## config.mk

```make
export PLATFORM = sky130hd
export DESIGN_NAME = hazard_select_ctrl
export DESIGN_NICKNAME = d
export VERILOG_FILES = /design/src/rtl/pipe_ctrl_pkg.sv /design/src/rtl/fwd_sel_calc.sv /design/src/rtl/hazard_select_ctrl.sv
export SDC_FILE = /design/constraint.sdc
export NUM_CORES = 1
export LEC_CHECK = 0
export ABC_AREA = 1
export CAP_MARGIN = 20
export CORE_UTILIZATION = 36
export CTS_CLUSTER_SIZE = 40
export DETAILED_ROUTE_END_ITERATION = 16
export PLACE_DENSITY_LB_ADDON = 0.05
export SLEW_MARGIN = 20
export SYNTH_ARGS = -nofsm -noshare
export SYNTH_HDL_FRONTEND = slang
export SYNTH_SLANG_ARGS = --single-unit
```

## constraint.sdc

```tcl
create_clock -name Clk -period 1.25 [get_ports Clk]
set_input_delay 0.25 -clock Clk [delete_from_list [all_inputs] [get_ports Clk]]
set_output_delay 0.25 -clock Clk [all_outputs]
set_load 0.01 [all_outputs]
```

## src/rtl/pipe_ctrl_pkg.sv

```systemverilog
// Shared encodings for the MIPS pipeline control block: forwarding mux
// selects and hold-FSM states.
package pipe_ctrl_pkg;

    localparam logic [1:0] FWD_REGFILE = 2'd0;
    localparam logic [1:0] FWD_EXMEM   = 2'd1;
    localparam logic [1:0] FWD_MEMWB   = 2'd2;

    typedef enum logic {
        ST_RUN      = 1'b0,
        ST_MUL_BUSY = 1'b1
    } state_t;

endpackage

```

## src/rtl/fwd_sel_calc.sv

```systemverilog
// Forwarding select for one EX operand: EX/MEM match beats MEM/WB match,
// and $0 never forwards.
module fwd_sel_calc
    import pipe_ctrl_pkg::*;
#(
    parameter int REG_AW = 5
) (
    input  logic [REG_AW-1:0] r,
    input  logic [REG_AW-1:0] ex_dst,
    input  logic              ex_regwrite,
    input  logic [REG_AW-1:0] mem_dst,
    input  logic              mem_regwrite,
    output logic [1:0]        sel
);

    logic ex_hit;
    logic mem_hit;

    assign ex_hit  = ex_regwrite  && (ex_dst  != '0) && (ex_dst  == r);
    assign mem_hit = mem_regwrite && (mem_dst != '0) && (mem_dst == r);

    always_comb begin
        sel = FWD_REGFILE;
        if (ex_hit)
            sel = FWD_EXMEM;
        else if (mem_hit)
            sel = FWD_MEMWB;
    end

endmodule

```

## src/rtl/hazard_select_ctrl.sv

```systemverilog
// 5-stage MIPS pipeline control: registered forwarding selects, load-use
// stall, taken-branch flush and a counter hold for the multi-cycle multiplier.
module hazard_select_ctrl
    import pipe_ctrl_pkg::*;
#(
    parameter int MUL_LAT = 4,
    parameter int REG_AW  = 5
) (
    input  logic              Clk,
    input  logic              Rst,
    input  logic [REG_AW-1:0] id_rs,
    input  logic [REG_AW-1:0] id_rt,
    input  logic              id_uses_rt,
    input  logic              id_is_mul,
    input  logic              id_branch_taken,
    input  logic [REG_AW-1:0] ex_dst,
    input  logic              ex_regwrite,
    input  logic              ex_memread,
    input  logic [REG_AW-1:0] mem_dst,
    input  logic              mem_regwrite,
    output logic [1:0]        fwd_a_sel,
    output logic [1:0]        fwd_b_sel,
    output logic              pc_write,
    output logic              ifid_write,
    output logic              ifid_flush,
    output logic              idex_write,
    output logic              idex_bubble,
    output logic              exmem_bubble,
    output logic              mul_busy
);

    localparam bit         MUL_MULTI = (MUL_LAT > 1);
    localparam logic [3:0] CNT_INIT  = 4'(MUL_LAT - 1);

    state_t     state;
    logic [3:0] cnt;
    logic       lu;
    logic [1:0] a_next;
    logic [1:0] b_next;

    assign lu = ex_memread && (ex_dst != '0) &&
                ((ex_dst == id_rs) || (id_uses_rt && (ex_dst == id_rt)));

    fwd_sel_calc #(.REG_AW(REG_AW)) u_fwd_a (
        .r            (id_rs),
        .ex_dst       (ex_dst),
        .ex_regwrite  (ex_regwrite),
        .mem_dst      (mem_dst),
        .mem_regwrite (mem_regwrite),
        .sel          (a_next)
    );

    fwd_sel_calc #(.REG_AW(REG_AW)) u_fwd_b (
        .r            (id_rt),
        .ex_dst       (ex_dst),
        .ex_regwrite  (ex_regwrite),
        .mem_dst      (mem_dst),
        .mem_regwrite (mem_regwrite),
        .sel          (b_next)
    );

    // During the multiply hold the load-use and branch inputs are ignored;
    // they are re-evaluated once back in RUN.
    always_comb begin
        pc_write     = 1'b1;
        ifid_write   = 1'b1;
        ifid_flush   = 1'b0;
        idex_write   = 1'b1;
        idex_bubble  = 1'b0;
        exmem_bubble = 1'b0;
        mul_busy     = 1'b0;
        if (state == ST_MUL_BUSY) begin
            pc_write     = 1'b0;
            ifid_write   = 1'b0;
            idex_write   = 1'b0;
            exmem_bubble = 1'b1;
            mul_busy     = 1'b1;
        end else if (lu) begin
            pc_write    = 1'b0;
            ifid_write  = 1'b0;
            idex_bubble = 1'b1;
        end else begin
            ifid_flush = id_branch_taken;
        end
    end

    always_ff @(posedge Clk) begin
        if (Rst) begin
            state     <= ST_RUN;
            cnt       <= '0;
            fwd_a_sel <= FWD_REGFILE;
            fwd_b_sel <= FWD_REGFILE;
        end else begin
            if (idex_write) begin
                fwd_a_sel <= idex_bubble ? FWD_REGFILE : a_next;
                fwd_b_sel <= idex_bubble ? FWD_REGFILE : b_next;
            end
            case (state)
                ST_RUN: begin
                    if (!lu && id_is_mul && MUL_MULTI) begin
                        state <= ST_MUL_BUSY;
                        cnt   <= CNT_INIT;
                    end
                end
                ST_MUL_BUSY: begin
                    cnt <= cnt - 4'd1;
                    if (cnt == 4'd1)
                        state <= ST_RUN;
                end
                default: state <= ST_RUN;
            endcase
        end
    end

endmodule

```

==> impl_metrics.env <==
export IMPL_critPathLaunchType="input pin"
export IMPL_crit_path_end_kind="primary output"
export IMPL_ir_drop_v=0.000644
export IMPL_min_period_ps=1480
export IMPL_final_area_sq_mm=0.00165
export IMPL_setup_viol=4
export IMPL_drt_iter0_drc=19
export IMPL_fin_ws_ps=-231
export IMPL_ios=39
export IMPL_ant_nets=0
export IMPL_cts_tree="built"
export IMPL_fin_util_pct=75.3
export IMPL_synth_xor_area_share_pct=10.5
export IMPL_dpl_cell_area_sq_mm=0.00137
export IMPL_violations="negative setup slack"
export IMPL_critPathMaxFanout=4
export IMPL_synth_top_family_by_area="simple AND/OR/NAND/NOR gates"
export IMPL_layout_nets=247
export IMPL_placementRows=17
export IMPL_powerDensity_mw_per_mm2=645
export IMPL_grt_max_degree=10
export IMPL_ctsHoldBuffers=0
export IMPL_clock_skew_final_ps=2.27
export IMPL_clkLatencyLatePin_ps=260
export IMPL_start_util_pct=37.9
export IMPL_antenna_found_initial=1
export IMPL_yosysWarnings=0
export IMPL_avgSynthCellArea_sq_um=5.61
export IMPL_synth_simple_area_share_pct=43.8
export IMPL_rsz0062_at_grt="yes"
export IMPL_min_path_type="reg -> reg"
export IMPL_grt_usage_pct=24.1
export IMPL_hpwl_um=1860
export IMPL_drcViolationCount=0
export IMPL_post_synth_top_area_cell="nand2_1"
export IMPL_synthCells=148
export IMPL_drive_gt1_share_pct=43.5
export IMPL_drt_total_wl_um=2890
export IMPL_synth_cell_types=19
export IMPL_place_gp_congestion=0.778
export IMPL_gr_total_overflow=0
export IMPL_wl_per_cell_um=11.8
export IMPL_slew_headroom_pct=79.4
export IMPL_synth_area_sq_um=831
export IMPL_fin_crit_sh_pct=118
export IMPL_clock_fmax_mhz=675
export IMPL_clk_pin_slew_ps=60
export IMPL_synth_seq_cells=9
export IMPL_synth_adder_area_share_pct=3.01
export IMPL_synthToLayoutAreaGrowth_pct=98.6
export IMPL_synth_mux_area_share_pct=0
export IMPL_worst_hold_slack_ps=473
export IMPL_synth_seq_area_share_pct=21.7
export IMPL_status="finished, violations left"
export IMPL_maxCapViolCount=0
export IMPL_worst_setup_path_type="in -> out"
export IMPL_synth_area_leaders="nand2_1 (23%), dfxtp_1 (22%), inv_1 (11%)"
export IMPL_synth_compound_area_share_pct=6.02
export IMPL_final_hold_viol_count=0
export IMPL_firstDrtPassIters=4
export IMPL_htree_levels=1
export IMPL_cts_buffers=3
export IMPL_numClockSinks=9
export IMPL_dieHeight_um=50.0
export IMPL_core_area_sq_mm=0.00219
export IMPL_avgViaCountPerCell=4.73
export IMPL_cp_data_arrival_time_ps=1230
export IMPL_tightest_slew_ps=306
export IMPL_die_area_sq_mm=0.00250
export IMPL_fp_dieW_um=50.0
export IMPL_clockBufferDepth=2
export IMPL_cp_required_ps=1000
export IMPL_cts_root_buf="clkbuf_4"
export IMPL_synth_ff_type="dfxtp_1"
export IMPL_dr_total_vias=1160
export IMPL_first_global_vias=1108
export IMPL_grt_pass1_wl_um=4490
export IMPL_synth_edf_count=0
export IMPL_synth_async_reset_ratio_pct=0
export IMPL_p_leak_nw=0.890
export IMPL_synth_top_cell_area_share_pct=23.0
export IMPL_port_buffers=38
export IMPL_syn_num_nets=178
export IMPL_slew_violations=0
## synth_stat cells (2+ instances only)
library cell / count
nor2_1: 15
inv_1: 25
buf_4: 3
dfxtp_1: 9
nand3_1: 13
a21oi_1: 8
xor2_1: 6
o21ai_0: 2
ha_1: 2
xnor2_1: 4
nor3_1: 2
nand2_2: 2
nand2_1: 51
## per-stage QoR
| stage | power (mW) | setup TNS [ps] | instances | setup slack (ps) |
|---|---|---|---|---|
| after floorplan | 0.508 | 0 | 148 | 0.924 |
| after global placement | 0.714 | -8800 | 228 | -1040 |
| after detailed placement | 0.724 | -9060 | 228 | -1050 |
| after CTS | 1.01 | -563 | 245 | -143 |
| after global routing | 1.14 | -1070 | 245 | -283 |
| final | 1.06 | -848 | 245 | -231 |
## layout by cell type, fill, tap and decap left out, types with 3 or more instances in the layout
cell type	instances
a21oi_1	7
buf_2	6
buf_4	26
buf_6	12
buf_8	3
clkbuf_4	3
clkdlybuf4s50_1	5
dfxtp_1	8
dlygate4sd2_1	9
inv_1	16
inv_2	6
nand2_1	39
nand2_2	9
nand2_4	5
nand3_1	9
nand3_2	5
nor2_1	12
xor2_1	6
## repair_timing
| action | CTS | global route |
|---|---|---|
| gates cloned | 0 | 0 |
| resized for setup | 132 | 39 |
| buffers inserted | 13 | 3 |
| setup endpoints to repair | 20 | 10 |
| pin swaps | 16 | 20 |
## cells by family (layout without fill, tap and decap cells)
family,after synthesis,after routing
compound gates,10,10
fa+ha+maj,2,2
simple gates,87,87
xor+xnor,10,10
buf+inv,30,98
flops,9,9
other cells,0,1
## registers in the layout, summed over array words and instances, names as in the netlist
name	count
cnt	4
state	1
fwd_b_sel	2
fwd_a_sel	2
## final timing paths
| kind | slack, ps | cells past startpoint | to | from |
|---|---|---|---|---|
| max | -230 | 11 | ifid_write | ex_dst[3] |
| min | 470 | 2 | fwd_b_sel[0] | fwd_b_sel[0] |
| max reg2reg | 60 | 5 | cnt[1] | state |
| min reg2reg | 470 | 2 | fwd_b_sel[0] | fwd_b_sel[0] |
## where the power goes
group          internal, mW  switching, mW
sequential            0.303         0.0117
clock                 0.123          0.101
combinational         0.281          0.244
## final cells by class
type                    instances  area [sq um]
inverters                      27           126
fillers                       181           541
diodes                          1          2.50
repair buffers                 67           616
well taps                      28          35.0
clock buffers                   4          26.3
flip-flops and latches          9           184
multi-input cells             109           661
## layer usage
layer | track usage, % | vias to the layer above | part of all wire, %
met1 | 26.0 | 521 | 40
li1 | - | 584 | -
met2 | 44.7 | 49 | 51
met3 | 6.79 | 6 | 6.3
met5 | 0 | - | 0
met4 | 6.67 | 0 | 2.6
## worst max-delay path: stages
cell and delay (ps):
buf_12 100, inv_8 30, nand2_1 60, nand2_1 60
nor2_1 170, nand3_2 120, nand2_2 110, nand2_2 80
nand2_2 80, inv_2 50, buf_6 110
Note: power is estimated with default switching activity, not from simulation.
==> RTL edit 1: new RTL, same flow settings <==
Make the reset (`Rst`) asynchronous in one clocked block.
--- a/src/rtl/hazard_select_ctrl.sv
+++ b/src/rtl/hazard_select_ctrl.sv
@@ -84,7 +84,7 @@
         end
     end
 
-    always_ff @(posedge Clk) begin
+    always_ff @(posedge Clk or posedge Rst) begin
         if (Rst) begin
             state     <= ST_RUN;
             cnt       <= '0;
Function: differs if Rst is asserted again (counterexample within 4 cycles, from zero or initial values and one cycle with Rst high); with Rst held inactive, the same outputs for 10 cycles.
==> RTL edit 1 against the original RTL <==
Sequential share of layout area up 3.5 points; synthesized area up 2.4%; non-clock buffer count down 2; the run still ends with setup timing left; design area down 6.9%; setup slack better by 0.076 ns; sequential cell count unchanged; wire length down 17%.
Power is not compared: it rests on default switching activity, and its combinational part moved more than twofold at a synthesized area within 25%.
==> RTL edit 1: results (changes against the original RTL) <==
status - finished, violations left
failing checks - setup timing
initial antenna violation count - 0 (-1)
fin nets - 225 (-8.9%)
average cell area after synthesis - 6.65 µm² (+18%)
GPL Wtd Cong - 0.808 (+3.8%)
Placed Area - 1390 µm² (+2.0%)
Non-Filler Instances - 222 (-9.4%)
DRT iter0 DRCs - 13 (-6)
# setup viols final - 4 (unchanged)
Arr. time, crit path - 1.16 ns (-0.07 ns)
worst hold path type - in2async
vias per cell - 4.51 (-4.7%)
fraction of layout cells with a size suffix above 1 - 45.4% (+1.8 points)
routed length per placed instance - 10.8 µm (-8.3%)
vias in the first global route - 930 (-16%)
ys async rst share - 100% (+100 points)
placed instance count - 210 (-7.9%)
worst slew pin tran - 0.351 ns (+0.0450 ns)
ANT cells - 0 (-1)
pre-CTS setup slack - -0.994 ns (+0.0584 ns)
first-pass GRT wire length - 3910 µm (-13%)
post-cts resize count - 125 (-5.3%)
TNS Setup - -0.586 ns (+0.262 ns)
post-route setup slack - -0.155 ns (+0.0758 ns)
Tot GR Track Use - 19.9% (-4.2 points)
Max Clock Skew - 0.00367 ns (+0.00140 ns)
critical path's slowest cell - nand4_1
most frequent cells after synthesis - nand2_1, inv_1, nor2_1, dfrtp_1, xor2_1
Synthesized Nets - 158 (-11%)
top_reg_cell synth - dfrtp_1
setup bufs post-CTS - 5 (-8)
Unique masters post-synth - 24 (+5)
dpl hpwl - 1850 µm (-0.60%)
critical path's largest stage delay - 0.13 ns (-0.04 ns)
Synth area leaders - dfrtp_1, nand2_1, xor2_1
==> RTL edit 1: final cells by class <==
type / count / area (µm²)
fill: 202 / 676
multi-input combinational: 93 / 583
timing repair buffer: 65 / 568
sequential: 9 / 225
inverter: 23 / 98.8
tap: 28 / 35.0
clock buffer: 4 / 26.3
==> RTL edit 1: power groups by stage <==
stage	clock, W	sequential [W]	combinational (W)
floorplan	0	0.000471	0.000590
global placement	0	0.000453	0.00101
detailed placement	0	0.000456	0.00102
CTS	0.000233	0.000453	0.00104
global route	0.000246	0.000465	0.00123
finish	0.000221	0.000456	0.00111
==> RTL edit 1: worst paths after layout <==
check | startpoint | slack (ns) | end
max in group asynchronous | Rst | 0.74 | cnt[3]
min in group Clk | id_rs[4] | 0.47 | fwd_a_sel[1]
worst max register to register | state | 0.07 | cnt[1]
worst min-delay path | Rst | 0.25 | fwd_b_sel[0]
worst min register to register | fwd_a_sel[1] | 0.48 | fwd_a_sel[1]
worst max-delay path | ex_dst[1] | -0.16 | ifid_flush
==> RTL edit 1: kinds of logic after synthesis <==
| logic type | Yosys count | share of synthesized area, % |
|---|---|---|
| buffers and inverters | 26 | 12.5 |
| AO/OA/AOI/OAI | 5 | 2.94 |
| adder cells (fa/ha/maj) | 2 | 2.94 |
| AND/OR/NAND/NOR | 71 | 39.7 |
| XOR/XNOR | 15 | 15.4 |
| flip-flops | 9 | 26.5 |
==> RTL edit 1: metal layers <==
layer	routed length [µm]	up-vias	global-route usage, %
li1	-	517	-
met1	1090	458	25.7
met2	1220	27	34.2
met3	93	0	4.55
met4	0	0	2.78
met5	0	-	0
==> RTL edit 1: critical path: cells and delay by family <==
| kind | cells | cell delay (ns) |
|---|---|---|
| buffers and inverters | 3 | 0.24 |
| AND/OR/NAND/NOR | 8 | 0.65 |
==> RTL edit 2: new RTL, config.mk and constraints unchanged <==
Made on the original files. `REG_AW` is set to 5 in 2 places; all go to 6.
--- a/src/rtl/fwd_sel_calc.sv
+++ b/src/rtl/fwd_sel_calc.sv
@@ -3,7 +3,7 @@
 module fwd_sel_calc
     import pipe_ctrl_pkg::*;
 #(
-    parameter int REG_AW = 5
+    parameter int REG_AW = 6
 ) (
     input  logic [REG_AW-1:0] r,
     input  logic [REG_AW-1:0] ex_dst,
--- a/src/rtl/hazard_select_ctrl.sv
+++ b/src/rtl/hazard_select_ctrl.sv
@@ -4,7 +4,7 @@
     import pipe_ctrl_pkg::*;
 #(
     parameter int MUL_LAT = 4,
-    parameter int REG_AW  = 5
+    parameter int REG_AW  = 6
 ) (
     input  logic              Clk,
     input  logic              Rst,
Ports: changed (resized ex_dst, id_rs, id_rt and mem_dst); port bits go from 39 to 43. The function was not compared with the original's and may differ.
==> RTL edit 2 against the original RTL <==
The run still ends with setup timing left; design area rose by 8.9%; total power rose by 5.1%; highest routed layer unchanged; critical path depth rose by 1; setup slack improved by 0.0040 ns; count of clock-buffer cells in the layout did not move; cell count rose by 13%; register-to-register slack got worse by 0.03 ns; synthesized area rose by 11%; sequential cell count did not move; wire length rose by 19%.
==> RTL edit 2: results (changes against the original RTL) <==
Arr. time, crit path - 1.23 ns (about the same)
fraction of layout cells with a size suffix above 1 - 45.4% (+1.9 points)
post-route setup slack - -0.227 ns (+0.00401 ns)
critical path's largest stage delay - 0.13 ns (-0.04 ns)
number of signal-net buffers in the layout - 80 (+19%)
Core Util, Final - 78.3% (+2.9 points)
most frequent cells after synthesis - nand2_1, inv_1, nor2_1, nand3_1, a21oi_1
largest net degree at the start of global routing - 13 (+3)
Worst R2R End - cnt[0]
worst rel slew slack - 82.4% (+3.0 points)
Synthesized Nets - 202 (+13%)
Non-clock buffer share - 38.2% (+0.90 points)
ClkCell Share - 1.46% (-0.13 points)
CP Capture Point - ifid_flush
met1 Resource Use GR - 27.8% (+1.8 points)
status - finished, violations left
DRT iter0 DRCs - 22 (+3)
Multi-In Gates - 125 (+15%)
Multi-input gate area - 743 µm² (+12%)
ANT cells - 0 (-1)
fill count - 165 (-8.8%)
dpl hpwl - 2000 µm (+7.5%)
failing checks - setup timing
multiplexer share of the synthesized area - 0% (unchanged)
Flop pwr share - 27.9% (-1.6 points)
CP Launch Point - ex_dst[1]
DR pass1 iterations - 4 (unchanged)
GPL Wtd Cong - 0.787 (+1.1%)
Max Clock Skew - 0.00628 ns (+0.00401 ns)
Tot GR Track Use - 24.0% (-0.068 points)
# setup viols final - 8 (+4)
maximum vdd drop - 0.687 mV (+6.7%)
met2 Usage GRT - 42.0% (-2.7 points)
Leak - 0.947 nW (+6.4%)
M3 GR Usage - 6.96% (+0.17 points)
vias in the first global route - 1185 (+6.9%)
total number of vias - 1301 (+12%)
Placed Area - 1460 µm² (+6.6%)
P_comb - 0.000562 W (+7.0%)
first-pass GRT wire length - 4770 µm (+6.4%)
adder-cell share of the synthesized area - 2.72% (-0.29 points)
compound-cell area share of the yosys netlist - 6.54% (+0.52 points)
sequential area share after synthesis - 19.6% (-2.1 points)
Synth area leaders - nand2_1, dfxtp_1, inv_1
sequential share of cell area - 10.1% (-1.1 points)
Net Sw Power - 0.000395 W (+11%)
R2R depth - 6 (+1)
r2r setup slk - 0.03 ns (-0.03 ns)
number of buffers added on ports - 42 (+11%)
initial antenna violation count - 0 (-1)
Post-Synth XOR/XNOR Area - 9.54% (-1.0 points)
fin nets - 284 (+15%)
-- RTL edit 2: cell count changes after synthesis, sizes merged, moves of 2 or more --
cell	delta
nor2	+3
inv	+4
xor2	-2
nand2	+10
xnor2	+2
or2	+2
a21oi	+2
-- RTL edit 2: stage by stage --
stage          setup TNS (ns)  std cells  setup WS, ns  power, W
2_1_floorplan         -0.0296        168       -0.0296  0.000511
3_3_place_gp            -8.56        249        -0.968  0.000722
3_5_place_dp            -9.17        249         -1.02  0.000729
4_1_cts                -0.566        273        -0.159   0.00103
5_1_grt                 -1.86        277        -0.300   0.00119
6_report               -0.963        277        -0.227   0.00112
-- RTL edit 2: per-layer routing --
metal | share of wire (%) | wire, µm
met5 | 0 | 0
met1 | 39 | 1350
met2 | 51 | 1760
met4 | 2.4 | 83
met3 | 6.8 | 232
-- RTL edit 2: repair_timing --
action	CTS	global route
endpoints found under the hold margin	0	0
setup endpoints to repair	20	16
resized for setup	153	35
setup buffers	25	8
pin swaps	25	19
